--- config.mk ---
export PLATFORM = sky130hd
export DESIGN_NAME = udt_rx_pkt_classifier
export DESIGN_NICKNAME = d
export VERILOG_FILES = /design/src/rtl/udt_rx_pkt_classifier.sv
export SDC_FILE = /design/constraint.sdc
export NUM_CORES = 1
export LEC_CHECK = 0
export CELL_PAD_IN_SITES_DETAIL_PLACEMENT = 0
export CELL_PAD_IN_SITES_GLOBAL_PLACEMENT = 1
export CORE_MARGIN = 8
export CORE_UTILIZATION = 35
export CTS_CLUSTER_SIZE = 30
export DETAILED_ROUTE_END_ITERATION = 10
export PLACE_DENSITY_LB_ADDON = 0.1
export SLEW_MARGIN = 20
export SYNTH_ARGS = -nofsm -noshare
export SYNTH_HDL_FRONTEND = slang
export SYNTH_SLANG_ARGS = --single-unit
--- constraint.sdc ---
create_clock -name core_clk -period 6.85 [get_ports core_clk]
set_input_delay 0.685 -clock core_clk [delete_from_list [all_inputs] [get_ports core_clk]]
set_output_delay 0.685 -clock core_clk [all_outputs]
set_load 0.05 [all_outputs]
--- src/rtl/udt_rx_pkt_classifier.sv ---
// rtl/udt_rx_pkt_classifier.sv - UDT header parser splitting UDP payload into data/control body streams
// Strips the 16-byte big-endian UDT header and forwards the body with decoded header sidebands.
module udt_rx_pkt_classifier #(
   parameter int CNT_W = 32
) (
   input  logic             core_clk,
   input  logic             core_rst_n,
   input  logic             cfg_sock_filter_en,
   input  logic [31:0]      cfg_sock_id,
   input  logic             s_axis_tvalid,
   output logic             s_axis_tready,
   input  logic             s_axis_tlast,
   input  logic [63:0]      s_axis_tdata,
   input  logic [7:0]       s_axis_tkeep,
   output logic             m_data_tvalid,
   input  logic             m_data_tready,
   output logic             m_data_tlast,
   output logic [63:0]      m_data_tdata,
   output logic [7:0]       m_data_tkeep,
   output logic [30:0]      m_data_seq,
   output logic [1:0]       m_data_ff,
   output logic             m_data_order,
   output logic [28:0]      m_data_msgno,
   output logic [31:0]      m_data_ts,
   output logic             m_ctrl_tvalid,
   input  logic             m_ctrl_tready,
   output logic             m_ctrl_tlast,
   output logic [63:0]      m_ctrl_tdata,
   output logic [7:0]       m_ctrl_tkeep,
   output logic [14:0]      m_ctrl_type,
   output logic [31:0]      m_ctrl_info,
   output logic [31:0]      m_ctrl_ts,
   output logic [CNT_W-1:0] cnt_data,
   output logic [CNT_W-1:0] cnt_ctrl,
   output logic [CNT_W-1:0] cnt_drop
);

   typedef enum logic [1:0] {ST_HDR0, ST_HDR1, ST_PAY, ST_DROP} state_t;

   state_t      state, state_nxt;
   logic [31:0] w0_q, w1_q;
   logic [31:0] beat_lo, beat_hi;
   logic        tgt_ctrl, tgt_free;
   logic        latch_b0, hdr_acc, fwd_beat, emit_empty;
   logic        inc_data, inc_ctrl, inc_drop;
   logic        load_data, load_ctrl;

   function automatic logic [31:0] bswap(input logic [31:0] x);
      return {x[7:0], x[15:8], x[23:16], x[31:24]};
   endfunction

   // Wire byte 0 is the most significant byte of each header word.
   assign beat_lo  = bswap(s_axis_tdata[31:0]);
   assign beat_hi  = bswap(s_axis_tdata[63:32]);
   assign tgt_ctrl = w0_q[31];
   assign tgt_free = tgt_ctrl ? (!m_ctrl_tvalid || m_ctrl_tready)
                              : (!m_data_tvalid || m_data_tready);

   always_ff @(posedge core_clk) begin
      if (!core_rst_n) begin
         state <= ST_HDR0;
         w0_q  <= '0;
         w1_q  <= '0;
      end else begin
         state <= state_nxt;
         if (latch_b0) begin
            w0_q <= beat_lo;
            w1_q <= beat_hi;
         end
      end
   end

   always_comb begin
      state_nxt     = state;
      s_axis_tready = 1'b0;
      latch_b0      = 1'b0;
      hdr_acc       = 1'b0;
      fwd_beat      = 1'b0;
      emit_empty    = 1'b0;
      inc_data      = 1'b0;
      inc_ctrl      = 1'b0;
      inc_drop      = 1'b0;
      case (state)
         ST_HDR0: begin
            s_axis_tready = 1'b1;
            if (s_axis_tvalid) begin
               if (s_axis_tlast || s_axis_tkeep != 8'hFF) begin
                  inc_drop  = 1'b1;
                  state_nxt = s_axis_tlast ? ST_HDR0 : ST_DROP;
               end else begin
                  latch_b0  = 1'b1;
                  state_nxt = ST_HDR1;
               end
            end
         end
         ST_HDR1: begin
            s_axis_tready = tgt_free;
            if (s_axis_tvalid && tgt_free) begin
               if (s_axis_tkeep != 8'hFF ||
                   (cfg_sock_filter_en && beat_hi != cfg_sock_id)) begin
                  inc_drop  = 1'b1;
                  state_nxt = s_axis_tlast ? ST_HDR0 : ST_DROP;
               end else begin
                  hdr_acc    = 1'b1;
                  inc_ctrl   = tgt_ctrl;
                  inc_data   = !tgt_ctrl;
                  emit_empty = s_axis_tlast;
                  state_nxt  = s_axis_tlast ? ST_HDR0 : ST_PAY;
               end
            end
         end
         ST_PAY: begin
            s_axis_tready = tgt_free;
            if (s_axis_tvalid && tgt_free) begin
               fwd_beat = 1'b1;
               if (s_axis_tlast) state_nxt = ST_HDR0;
            end
         end
         default: begin
            s_axis_tready = 1'b1;
            if (s_axis_tvalid && s_axis_tlast) state_nxt = ST_HDR0;
         end
      endcase
   end

   assign load_data = (fwd_beat || emit_empty) && !tgt_ctrl;
   assign load_ctrl = (fwd_beat || emit_empty) && tgt_ctrl;

   always_ff @(posedge core_clk) begin
      if (!core_rst_n) begin
         m_data_tvalid <= 1'b0;
         m_data_tlast  <= 1'b0;
         m_data_tdata  <= '0;
         m_data_tkeep  <= '0;
         m_data_seq    <= '0;
         m_data_ff     <= '0;
         m_data_order  <= 1'b0;
         m_data_msgno  <= '0;
         m_data_ts     <= '0;
      end else begin
         if (load_data) begin
            m_data_tvalid <= 1'b1;
            m_data_tdata  <= emit_empty ? 64'd0 : s_axis_tdata;
            m_data_tkeep  <= emit_empty ? 8'h00 : s_axis_tkeep;
            m_data_tlast  <= emit_empty ? 1'b1 : s_axis_tlast;
         end else if (m_data_tready) begin
            m_data_tvalid <= 1'b0;
         end
         if (hdr_acc && !tgt_ctrl) begin
            m_data_seq   <= w0_q[30:0];
            m_data_ff    <= w1_q[31:30];
            m_data_order <= w1_q[29];
            m_data_msgno <= w1_q[28:0];
            m_data_ts    <= beat_lo;
         end
      end
   end

   always_ff @(posedge core_clk) begin
      if (!core_rst_n) begin
         m_ctrl_tvalid <= 1'b0;
         m_ctrl_tlast  <= 1'b0;
         m_ctrl_tdata  <= '0;
         m_ctrl_tkeep  <= '0;
         m_ctrl_type   <= '0;
         m_ctrl_info   <= '0;
         m_ctrl_ts     <= '0;
      end else begin
         if (load_ctrl) begin
            m_ctrl_tvalid <= 1'b1;
            m_ctrl_tdata  <= emit_empty ? 64'd0 : s_axis_tdata;
            m_ctrl_tkeep  <= emit_empty ? 8'h00 : s_axis_tkeep;
            m_ctrl_tlast  <= emit_empty ? 1'b1 : s_axis_tlast;
         end else if (m_ctrl_tready) begin
            m_ctrl_tvalid <= 1'b0;
         end
         if (hdr_acc && tgt_ctrl) begin
            m_ctrl_type <= w0_q[30:16];
            m_ctrl_info <= w1_q;
            m_ctrl_ts   <= beat_lo;
         end
      end
   end

   always_ff @(posedge core_clk) begin
      if (!core_rst_n) begin
         cnt_data <= '0;
         cnt_ctrl <= '0;
         cnt_drop <= '0;
      end else begin
         if (inc_data) cnt_data <= cnt_data + CNT_W'(1);
         if (inc_ctrl) cnt_ctrl <= cnt_ctrl + CNT_W'(1);
         if (inc_drop) cnt_drop <= cnt_drop + CNT_W'(1);
      end
   end

endmodule

**Word-level counts from Yosys, hierarchy flattened**

Index checks and enable logic that the tools add are counted.

- Bits in registers: 484
- Bits of input ports: 111
- Output and inout port bits: 419
- Word-level logic and storage cells: 95

- $add $sub $neg: 3
- Eq/ne operators: 8
- Mux-type cells: 41
- Reduce and logical (&&, ||, !) cells: 21

Operators by type and width:

| operator | number |
|---|---|
| adder 32 x 1 -> 32 bit (second input constant) | 3 |
| 2-to-1 mux 64 bit | 1 |
| inequality test 32 bit | 1 |
| 2-to-1 mux 1 bit | 28 |
| 2-to-1 mux 2 bit | 9 |
| 2-to-1 mux 8 bit | 1 |
| inequality test 2 bit (second input constant) | 4 |
| inequality test 8 bit (second input constant) | 1 |
| logical AND 1 bit | 7 |
| case mux 2 bit (3 select lines) | 1 |
| logical OR 1 bit | 5 |
| AND reduction 5 bit | 1 |
| nonzero test 2 bit | 2 |
| nonzero test 4 bit | 1 |
| logical NOT 1 bit | 3 |
| equality test 2 x 1 -> 1 bit (second input constant) | 1 |
| equality test 2 bit (second input constant) | 1 |
| logical NOT 2 bit | 1 |
| case mux 1 bit (2 select lines) | 1 |
| OR reduction 2 bit | 1 |

**Depth between registers and ports, before layout**

- Word-level depth: 9
- Mapped depth: 10

**Worst setup path before layout**

No wires, ideal clock.

- Kind: reg2reg
- From: register cnt_drop[8]
- To: register cnt_drop[30]
- Arrival time: 2.563 ns
- Data required time: 6.780 ns
- Path slack: 4.216 ns
- Stages on the path, launching flop included: 8
- Path buffers: 0
- Clock period less this slack: 2.634 ns
- Path through: dfxtp_1 and4_1 nand4_1 nor4_2 nand4_1 or2_1 or4b_1 a21oi_1

- Longest elaborated chain between the ends: 1

Ends and longest elaborated chain:

| what | line | text |
|---|---|---|
| from (decl) | 35 | `output logic [CNT_W-1:0] cnt_drop` |
| from (signal assigned) | 193 | `if (inc_drop) cnt_drop <= cnt_drop + CNT_W'(1);` |
| adder 32 x 1 -> 32 bit | 193 |  |

Every way passes these cells.
A chain may end at the register's enable or synchronous reset.

**Worst setup path after layout**

- From: input port s_axis_tdata[51]
- To: register cnt_ctrl[25]

- Longest elaborated chain between the ends: 6

Ends and longest elaborated chain:

| what | line | text |
|---|---|---|
| from (decl) | 13 | `input logic [63:0] s_axis_tdata,` |
| inequality test 32 bit | 100 | `(cfg_sock_filter_en && beat_hi != cfg_sock_id)) begin` |
| logical AND 1 bit | 100 |  |
| logical OR 1 bit | 99 | `if (s_axis_tkeep != 8'hFF \|\|` |
| 2-to-1 mux 1 bit | 99 |  |
| 2-to-1 mux 1 bit | 98 | `if (s_axis_tvalid && tgt_free) begin` |
| 2-to-1 mux 1 bit | 83 | `case (state)` |
| to (signal assigned) | 192 | `if (inc_ctrl) cnt_ctrl <= cnt_ctrl + CNT_W'(1);` |
| to (decl) | 34 | `output logic [CNT_W-1:0] cnt_ctrl,` |

Every way passes these cells.

==> results.json <==
{
  "wire_per_inst_microns": 21.6,
  "synth_ff_type": "dfxtp_1",
  "yosys-top-cells-area": "dfxtp_1 52%, nand2_1 13%, a21oi_1 7.8%",
  "instances_no_fill": 3466,
  "crit_required_ps": 7350,
  "yosysWarnings": 0,
  "insertion_delay_ps": 590,
  "core-area_sq_um": 52600,
  "hold_path.class": "register to register",
  "cts-root-buf": "clkbuf_16",
  "synth.distinct_cells": 50,
  "rsz0062_at_grt": "false",
  "route.detailed.drc": 0,
  "die_y_microns": 246,
  "mostFrequentLayoutCells": "639 x nand2_1, 528 x clkdlybuf4s50_1, 484 x dfxtp_1",
  "wl_microns": 74800,
  "yosysTopAreaCell": "dfxtp_1",
  "grt_max_degree": 147,
  "min_period_over_period_pct": 57.3,
  "io_buffer_count": 529,
  "vias": 18169,
  "drt_first_iter_violations": 1158,
  "cp_max_fo": 49,
  "cts_buffers": 54,
  "p_per_area_nw_per_um2": 233,
  "post_dp_cell_area_sq_um": 24300,
  "hold_violations": 0,
  "final_common_cell": "nand2_1",
  "hpwl_microns": 51700,
  "cts.repair.resized": 0,
  "p_leak_nw": 8.82,
  "async_flop_share_pct": 0,
  "synth_edf_count": 0,
  "drive_gt1_share_pct": 4.32,
  "ys_seq_elements": 484,
  "end_kind": "register",
  "io_pins": 530,
  "final_antenna_net_count": 0,
  "critPathLaunch": "s_axis_tdata[51]",
  "gp_congestion": 0.859,
  "reg2reg_to": "cnt_drop[14]",
  "path_common_cell": "nor4_1",
  "timing.rr.start": "w0_q[31]",
  "routed_via_density": 5.24,
  "worstPathCellList": "clkdlybuf4s50_1 -> xor2_1 -> nor4_1 -> nand4_1 -> o21ai_4 -> nand4_4 -> buf_4 -> nor4_1 -> mux2i_1",
  "clkSlewWorstSetupHoldPaths_ps": 60,
  "cts.htree.levels": 2,
  "fin_util_pct": 49.7,
  "grt_overflow": 0,
  "cts_max_path_buffers": 3,
  "syn_area_sq_um": 18600,
  "row_count": 84,
  "die_x_microns": 246,
  "post-route-min-period_ps": 3920,
  "grt_pass1_vias": 17316,
  "fmax_ghz": 0.255,
  "cts_tree": "done",
  "postSynthAreaPerCell_sq_um": 8.06,
  "critical_path.max_stage_delay_ps": 600,
  "setup_viol": 0,
  "cts_setup_buffers": 0,
  "skew_ps": 15.6,
  "nets": 2852,
  "finalMaxSlewViolations": 0,
  "seq_area_frac_synth_pct": 52.1,
  "dp_cells": 3366,
  "relSlewSlack_pct": 26.9,
  "grtUsageTotal_pct": 23.4,
  "synth_top_area_share_pct": 52.1,
  "finalSetupTns_ps": 0,
  "synth_cells": 2306,
  "tightest_slew_ps": 1090,
  "ir_drop_uv": 180,
  "final_cell_area_sq_um": 26100,
  "status": "finished clean",
  "drv_cap": 0,
  "cts_hold_buf": 0,
  "start_util_pct": 35.4,
  "antenna_found_initial": 1,
  "dr.pass1.iters": 5,
  "endpoint": "cnt_ctrl[25]",
  "grt_pass1_wl_microns": 111000,
  "r2r_slack_ps": 3480,
  "cpMaxStageDelayCell": "clkdlybuf4s50_1",
  "r2r_cells": 7,
  "crit_path_start_kind": "primary input",
  "critPathArrivalTime_ps": 4430,
  "cts_num_sinks": 484,
  "synth_nets": 2423,
  "syn_to_final_growth_pct": 40.4,
  "die_area_sq_um": 60800,
  "holdWs_ps": 448,
  "crit_type": "primary input to register"
}
-- worst max-delay path, delay by kind of cell --
kind,cells,cell delay (ps)
muxes,1,230
and+or+nand+nor,4,1690
AOI/OAI and AO/OA,1,450
buffers and inverters,2,1080
xor gates and xnor gates,1,240
-- final cells by class --
type                    count  area (sq um)
flip-flops and latches    484          9690
diodes                      2          5.00
fillers                  5095         26500
clock inverters            14           161
inverters                  14          60.1
clock buffers              83          1620
multi-input cells        1635          8260
well taps                 688           861
repair buffers            546          5440
-- stage by stage --
| step | power [mW] | setup slack (ps) |
|---|---|---|
| 6_report | 6.09 | 2930 |
| 5_1_grt | 6.29 | 2690 |
| 4_1_cts | 6.16 | 2900 |
| 3_5_place_dp | 3.24 | 2280 |
| 3_3_place_gp | 3.24 | 2280 |
| 2_1_floorplan | 3.06 | 4220 |
-- cells in the mapped netlist (4+ instances only) --
library cell and instances:
a21oi_1 291, and2_1 5, and3_1 8, and4_1 7, buf_1 13, buf_2 16
clkbuf_1 144, dfxtp_1 484, ha_1 6, inv_1 14, mux2i_1 14, nand2_1 640
nand2b_1 33, nand3_1 251, nand4_1 27, nor2_1 37, nor3_1 6, nor4_1 16
o21a_1 4, o21ai_0 109, o311ai_0 17, o31ai_1 19, o41ai_1 24, or3_1 25
or4_1 20, xnor2_1 6, xor2_1 35
-- how the worst min path moves through the flow --
stage | from | to | slack, ps | depth (start not counted)
global placement | m_data_ts[7] | m_data_ts[7] | 440 | 2
finish | m_ctrl_info[11] | m_ctrl_info[11] | 450 | 2
global route | m_ctrl_info[28] | m_ctrl_info[28] | 470 | 2
CTS | m_ctrl_type[5] | m_ctrl_type[5] | 450 | 2
floorplan | w0_q[0] | m_data_seq[0] | 440 | 2
detailed placement | m_ctrl_type[5] | m_ctrl_type[5] | 440 | 2
-- power breakdown --
| part | total, mW | leakage, nW | switching, mW | internal, mW |
|---|---|---|---|---|
| sequential | 2.84 | 3.90 | 0.0109 | 2.83 |
| combinational | 0.339 | 4.04 | 0.228 | 0.111 |
| clock | 2.91 | 0.877 | 1.18 | 1.73 |
-- cells by family after synthesis --
logic type / share of synthesized area, %
simple gates: 26.3
compound gates: 14.6
flops: 52.1
buf+inv: 3.88
xor+xnor: 1.93
mux: 0.754
fa+ha+maj: 0.404
-- state kept, by name (all words and copies together) (netlist names), 2 cells and up --
signal / flops
m_ctrl_tdata: 64
m_data_tdata: 64
cnt_ctrl: 32
cnt_data: 32
cnt_drop: 32
m_ctrl_info: 32
m_ctrl_ts: 32
m_data_ts: 32
w0_q: 32
w1_q: 32
m_data_seq: 31
m_data_msgno: 29
m_ctrl_type: 15
m_ctrl_tkeep: 8
m_data_tkeep: 8
m_data_ff: 2
state: 2
-- layer usage --
| layer | track usage (%) | wire, microns | part of all wire [%] |
|---|---|---|---|
| met5 | 0 | 0 | 0 |
| met4 | 7.19 | 1950 | 2.6 |
| met3 | 6.87 | 6210 | 8.3 |
| met2 | 38.4 | 35800 | 48 |
| met1 | 29.4 | 30800 | 41 |
Note: power is estimated with default switching activity, not from simulation.
==> RTL change 1 (config.mk and constraints unchanged) <==
The 4 states of `state_t` get a Gray code encoding in 2 bits.
--- a/src/rtl/udt_rx_pkt_classifier.sv
+++ b/src/rtl/udt_rx_pkt_classifier.sv
@@ -35,7 +35,7 @@
    output logic [CNT_W-1:0] cnt_drop
 );
 
-   typedef enum logic [1:0] {ST_HDR0, ST_HDR1, ST_PAY, ST_DROP} state_t;
+   typedef enum logic [1:0] {ST_HDR0 = 2'b00, ST_HDR1 = 2'b01, ST_PAY = 2'b11, ST_DROP = 2'b10} state_t;
 
    state_t      state, state_nxt;
    logic [31:0] w0_q, w1_q;
Check against the original RTL: same outputs for any inputs over 4 cycles, from zero or initial values and one cycle with core_rst_n low; so few cycles prove little.
==> RTL change 1 against the unedited design <==
Synthesized cell count fell by 7.1%; die area rose by 4.0%; core utilization fell by 1.0 points; final area rose by 2.3%; synthesized area rose by 4.2%; sequential share of layout area fell by 0.82 points; sequential cell count did not move; power fell by 0.54%; first-iteration DRC count rose by 44%; routed wire length rose by 8.8%; setup slack got worse by 0.050 ns; global-route usage rose by 0.94 points.
==> RTL change 1: results (changes against the unedited design) <==
Setup path:
- The data arrival time at the worst-slack endpoint is 4.51 ns (+0.08 ns).

Layout:
- The final-layout fill cell count came to 5,178 (+1.6%).
- The number of nets in the layout is 2,642 (-7.4%).
- The proportion of layout cells with a drive suffix above 1 is 4.979% (+0.66 points).
- The count of antenna diodes in the layout is 0 (-2).

GRT:
- The met3 track demand over resource is 6.785% (-0.081 points).
- The met2 track demand over resource is 39.03% (+0.63 points).
- The met1 layer usage reported by global route is 32.04% (+2.6 points).
- The global-route wire length before repair came to 119,700 um (+8.2%).
- The maximum number of pins on one net before global-route repair is 184 (+25%).
- The via count of the first global-routing pass is 17,960 (+3.7%).
- The total track usage is 24.33% (+0.94 points).

Logic synthesis:
- The total nets after synthesis was 2,257 (-6.9%).
- The post-synthesis sequential area ratio is 49.99% (-2.1 points).
- The adder and majority cell fraction of the synthesized area is 0.1937% (-0.21 points).
- The count of distinct cell types in the synthesized netlist is 49 (-2.0%).
- The multiplexer area fraction after synthesis was 2.841% (+2.1 points).
- The compound-gate portion of the synthesized area came to 23.24% (+8.6 points).
- The synthesized-area fraction occupied by xor and xnor cells is 1.446% (-0.49 points).
- Yosys attributes the largest share of cell area to dfxtp_1 (50%), a32o_1 (7.5%), a21oi_1 (7.1%).

Timing:
- The worst clock skew is 0.02950 ns (+0.01387 ns).

Routing:
- The total routed wirelength is 81,380 um (+8.8%).
- The number of vias per cell is 5.736 (+9.4%).
- The number of detailed-route iterations in the first pass came to 6 (+1).
- The starting DRC count in detailed routing is 1,669 (+44%).

Pwr:
- The switching power share of the total was 23.10% (-0.13 points).
- The peak ir drop on the vdd network is 0.0001734 V (-3.8%).
- The leakage power figure was 8.536 nW (-3.2%).

Status:
- The run finished with clean final reports.

Placement:
- The placer's final routability congestion estimate is 0.8710 (+1.4%).

Clock network:
- The clock latency on the worst-skew pair is around 0.60 ns.
- The total CTS buffers is 55 (+1.9%).
==> RTL change 1: worst paths after layout <==
check	cells after the start	to	start	slack [ns]
hold reg to reg	2	w0_q[5]$_SDFFE_PN0P_	w0_q[5]$_SDFFE_PN0P_	0.46
setup reg to reg	6	cnt_data[16]$_SDFFE_PN0P_	w0_q[31]$_SDFFE_PN0P_	3.02
hold / removal	2	w0_q[5]$_SDFFE_PN0P_	w0_q[5]$_SDFFE_PN0P_	0.46
setup / recovery	8	m_ctrl_tdata[14]$_SDFFE_PN0P_	s_axis_tdata[52]	2.88
==> RTL change 1: cell type report <==
| type | count | area (um2) | area share [%] |
|---|---|---|---|
| sequential | 484 | 9689 | 36.30 |
| inverter | 6 | 30.03 | 0.1125 |
| clock inverter | 14 | 160.2 | 0.6000 |
| timing repair buffer | 547 | 5456 | 20.44 |
| multi-input combinational | 1434 | 8830 | 33.08 |
| clock buffer | 86 | 1644 | 6.160 |
| tap | 704 | 880.8 | 3.300 |
==> RTL change 1: logic make-up after synthesis <==
group	Yosys count
flops	484
buf+inv	225
mux	55
compound gates	691
simple gates	653
xor+xnor	32
fa+ha+maj	3
==> RTL change 1: metrics by stage <==
stage | setup WS [ns] | cells
6_report | 2.876 | 3275
5_1_grt | 2.765 | 3275
4_1_cts | 2.942 | 3275
3_5_place_dp | 2.323 | 3175
3_3_place_gp | 2.355 | 3175
2_1_floorplan | 4.271 | 2143
==> RTL change 1: layer usage <==
layer	wire, um	share of wire, %
met1	34950	43
met2	37970	47
met3	6556	8.1
met4	1879	2.3
met5	17	0.021
==> RTL change 1: power by group through the flow <==
| stage | clock network, W | logic (W) | registers [W] |
|---|---|---|---|
| global placement | 0 | 0.000286 | 0.00288 |
| detailed placement | 0 | 0.000288 | 0.00288 |
| CTS | 0.00303 | 0.000289 | 0.00282 |
| finish | 0.00294 | 0.000291 | 0.00282 |
| global route | 0.00313 | 0.000307 | 0.00282 |
| floorplan | 0 | 0.000133 | 0.00288 |
==> RTL change 1: worst max-delay path, stage by stage <==
cell	delay [ns]
clkdlybuf4s50_1	0.54
xor2_1	0.22
nor4_1	0.41
nand4_1	0.46
or4_1	0.72
nand2_2	0.64
buf_4	0.54
a32o_1	0.24
==> RTL change 2 (same settings) <==
Without the edit above. The parameter `CNT_W` goes from 32 to 64.
--- a/src/rtl/udt_rx_pkt_classifier.sv
+++ b/src/rtl/udt_rx_pkt_classifier.sv
@@ -1,7 +1,7 @@
 // rtl/udt_rx_pkt_classifier.sv - UDT header parser splitting UDP payload into data/control body streams
 // Strips the 16-byte big-endian UDT header and forwards the body with decoded header sidebands.
 module udt_rx_pkt_classifier #(
-   parameter int CNT_W = 32
+   parameter int CNT_W = 64
 ) (
    input  logic             core_clk,
    input  logic             core_rst_n,
Ports: changed (resized cnt_ctrl, cnt_data and cnt_drop); port bits go from 530 to 626. No check against the original RTL was run, so the function may have changed too.
==> RTL change 2 against the unedited design <==
Setup slack lost 0.30 ns; power grew 26%; via count grew 38%; sequential power is 20% higher; routed wire length is 41% higher; final area up 33%; sequential cell count grew 96; synthesized area is 37% higher; sequential share of layout area shrank 3.6 points; critical path type unchanged; largest cell class is now multi-input combinational cells.
==> RTL change 2: results (changes against the unedited design) <==
Setup path:
- The data arrival time at the worst-slack endpoint is 4.66 ns (+0.23 ns).
- The delay contributed by the slowest stage of the critical path came to 0.71 ns (+0.11 ns).
- The slowest stage of the critical path belongs to the cell nor4_1.
- The critical-path maximum fanout is 95 (+94%).
- In this design, the largest share of critical-path delay is due to buffers and inverters.

Routing:
- The number of vias per cell is 5.555 (+6.0%).
- The starting DRC count in detailed routing is 1,778 (+54%).
- The total routed wirelength was 105,100 um (+41%).
- The number of detailed-route iterations in the first pass was 5 (unchanged).

GRT:
- The number of antenna violations at the first check in global routing is 2 (+1).
- The global-route wire length before repair is 157,000 um (+42%).
- The total track usage came to 24.31% (+0.91 points).
- The maximum number of pins on one net before global-route repair is 210 (+43%).
- The via count of the first global-routing pass is 24,130 (+39%).

Logic synthesis:
- The post-synthesis sequential area ratio is 45.61% (-6.5 points).
- The count of distinct cell types in the synthesized netlist is 49 (-2.0%).
- The mean instance size in the synthesized netlist is 8.425 um2 (+4.5%).
- After synthesis, the cell types taking the most area are dfxtp_1 (46%), mux2i_1 (9.6%), nand2_1 (7.6%).
- By count the netlist is led by dfxtp_1 (580), nand2_1 (517), a21oi_1 (306).
- The most used flip-flop cell after synthesis is dfxtp_1.
- The total nets after synthesis is 3,139 (+30%).
- The warning count from the yosys run is 0 (unchanged).
- The async set or reset register ratio after synthesis was 0% (unchanged).

Placement:
- The placer's final routability congestion estimate was 0.9105 (+6.0%).
- The count of placed standard cells including taps was 4,371 (+30%).
- The sum of net half-perimeters after detailed placement is 72,910 um (+41%).
- The number of input and output port buffers inserted came to 625 (+18%).

Pwr:
- The peak ir drop on the vdd network is 0.0001864 V (+3.4%).
- The leakage power figure is 12.25 nW (+39%).

Layout:
- The proportion of layout cells with a drive suffix above 1 is 4.720% (+0.40 points).
- The count of antenna diodes in the layout is 0 (-2).
- The final-layout fill cell count is 6,983 (+37%).
- The number of nets in the layout is 3,601 (+26%).
- The non-filler instance count after layout was 4,497 (+30%).

Clock network:
- The total CTS buffers is 70 (+30%).
- The total number of H-tree levels is 3 (+1).
- The buffers inserted during post-CTS setup optimization is 0 (unchanged).
- The clock-pin slew reported for the worst setup and hold paths after clock tree synthesis is 0.06 ns (about the same).
- The number of gates resized after CTS is 0 (unchanged).
- The root cell of the clock tree is clkbuf_16.
- The largest buffer count on any clock path is 3 (unchanged).
- The clock latency on the worst-skew pair is 0.61 ns (+0.02 ns).

Timing:
- The worst clock skew came to 0.02076 ns (+0.005121 ns).
- The worst slew margin relative to its limit is 28.79% (+1.9 points).

Min path:
- The min-delay analysis places its worst path in the category register to register.

Status:
- The run finished with clean final reports.
-- RTL change 2: cell types whose count changed in the layout (fill, tap and decap cells not counted), sizes merged, moves of 36 or more --
cell           unedited run  this run
dfxtp                   484       580
nand2b                   33       155
nand4                    28        64
mux2i                    14       245
o21ai                   112       188
clkdlybuf4s50           528       624
o311ai                   20        57
nand2                   640       517
o41ai                    24        64
-- RTL change 2: area by class of cell --
class                   instances  area share [%]
repair buffers                656           18.84
flip-flops and latches        580           33.49
inverters                      15          0.1840
multi-input cells            2161           37.24
clock buffers                 104           6.026
well taps                     959           3.461
clock inverters                22          0.7686
-- RTL change 2: metrics by stage --
stage          setup slack [ns]  util, %  area [um2]
2_1_floorplan             4.246        -       25460
3_3_place_gp              2.198    44.59       32310
3_5_place_dp              2.113    44.60       32320
4_1_cts                   2.744    47.85       34670
6_report                  2.630    47.85       34670
5_1_grt                   2.511    47.85       34670
-- RTL change 2: worst min-delay path: cells and delay by family (launching register included) --
kind	cells	cell delay (ns)
mux	1	0.05
flops	1	0.31
simple gates	1	0.05
-- RTL change 2: kinds of logic after synthesis --
logic type      count (synthesis)  synth area share (%)
compound gates                678                 15.79
flops                         580                 45.61
fa+ha+maj                       6                0.2949
simple gates                 1200                 23.31
buf+inv                       281                 4.271
xor+xnor                       32                 1.101
mux                           245                 9.632
-- RTL change 2: path summary, 6_finish.rpt --
| kind | startpoint | to | slack [ns] | depth (start not counted) |
|---|---|---|---|---|
| worst min register to register | m_ctrl_tdata[55]$_SDFFE_PN0P_ | m_ctrl_tdata[55]$_SDFFE_PN0P_ | 0.46 | 2 |
| worst min-delay path | m_ctrl_tdata[55]$_SDFFE_PN0P_ | m_ctrl_tdata[55]$_SDFFE_PN0P_ | 0.46 | 2 |
| worst max register to register | state[1]$_SDFFE_PN0P_ | cnt_ctrl[63]$_SDFFE_PN0P_ | 3.27 | 8 |
| worst max-delay path | s_axis_tdata[34] | m_ctrl_info[19]$_SDFFE_PN0P_ | 2.63 | 9 |
-- RTL change 2: where the power goes --
group          internal (W)  total, W  leakage (nW)  switching [W]
registers           0.00339   0.00340          4.67      0.0000101
logic              0.000140  0.000460          6.41       0.000320
clock network       0.00224   0.00380          1.16        0.00156
-- RTL change 2: metal layers --
| metal | track usage (%) | wire length (um) | share of wire, % |
|---|---|---|---|
| met2 | 40.51 | 49950 | 48 |
| met3 | 6.926 | 8498 | 8.1 |
| met5 | 0 | 29 | 0.028 |
| met1 | 30.33 | 43280 | 41 |
| met4 | 7.344 | 3388 | 3.2 |
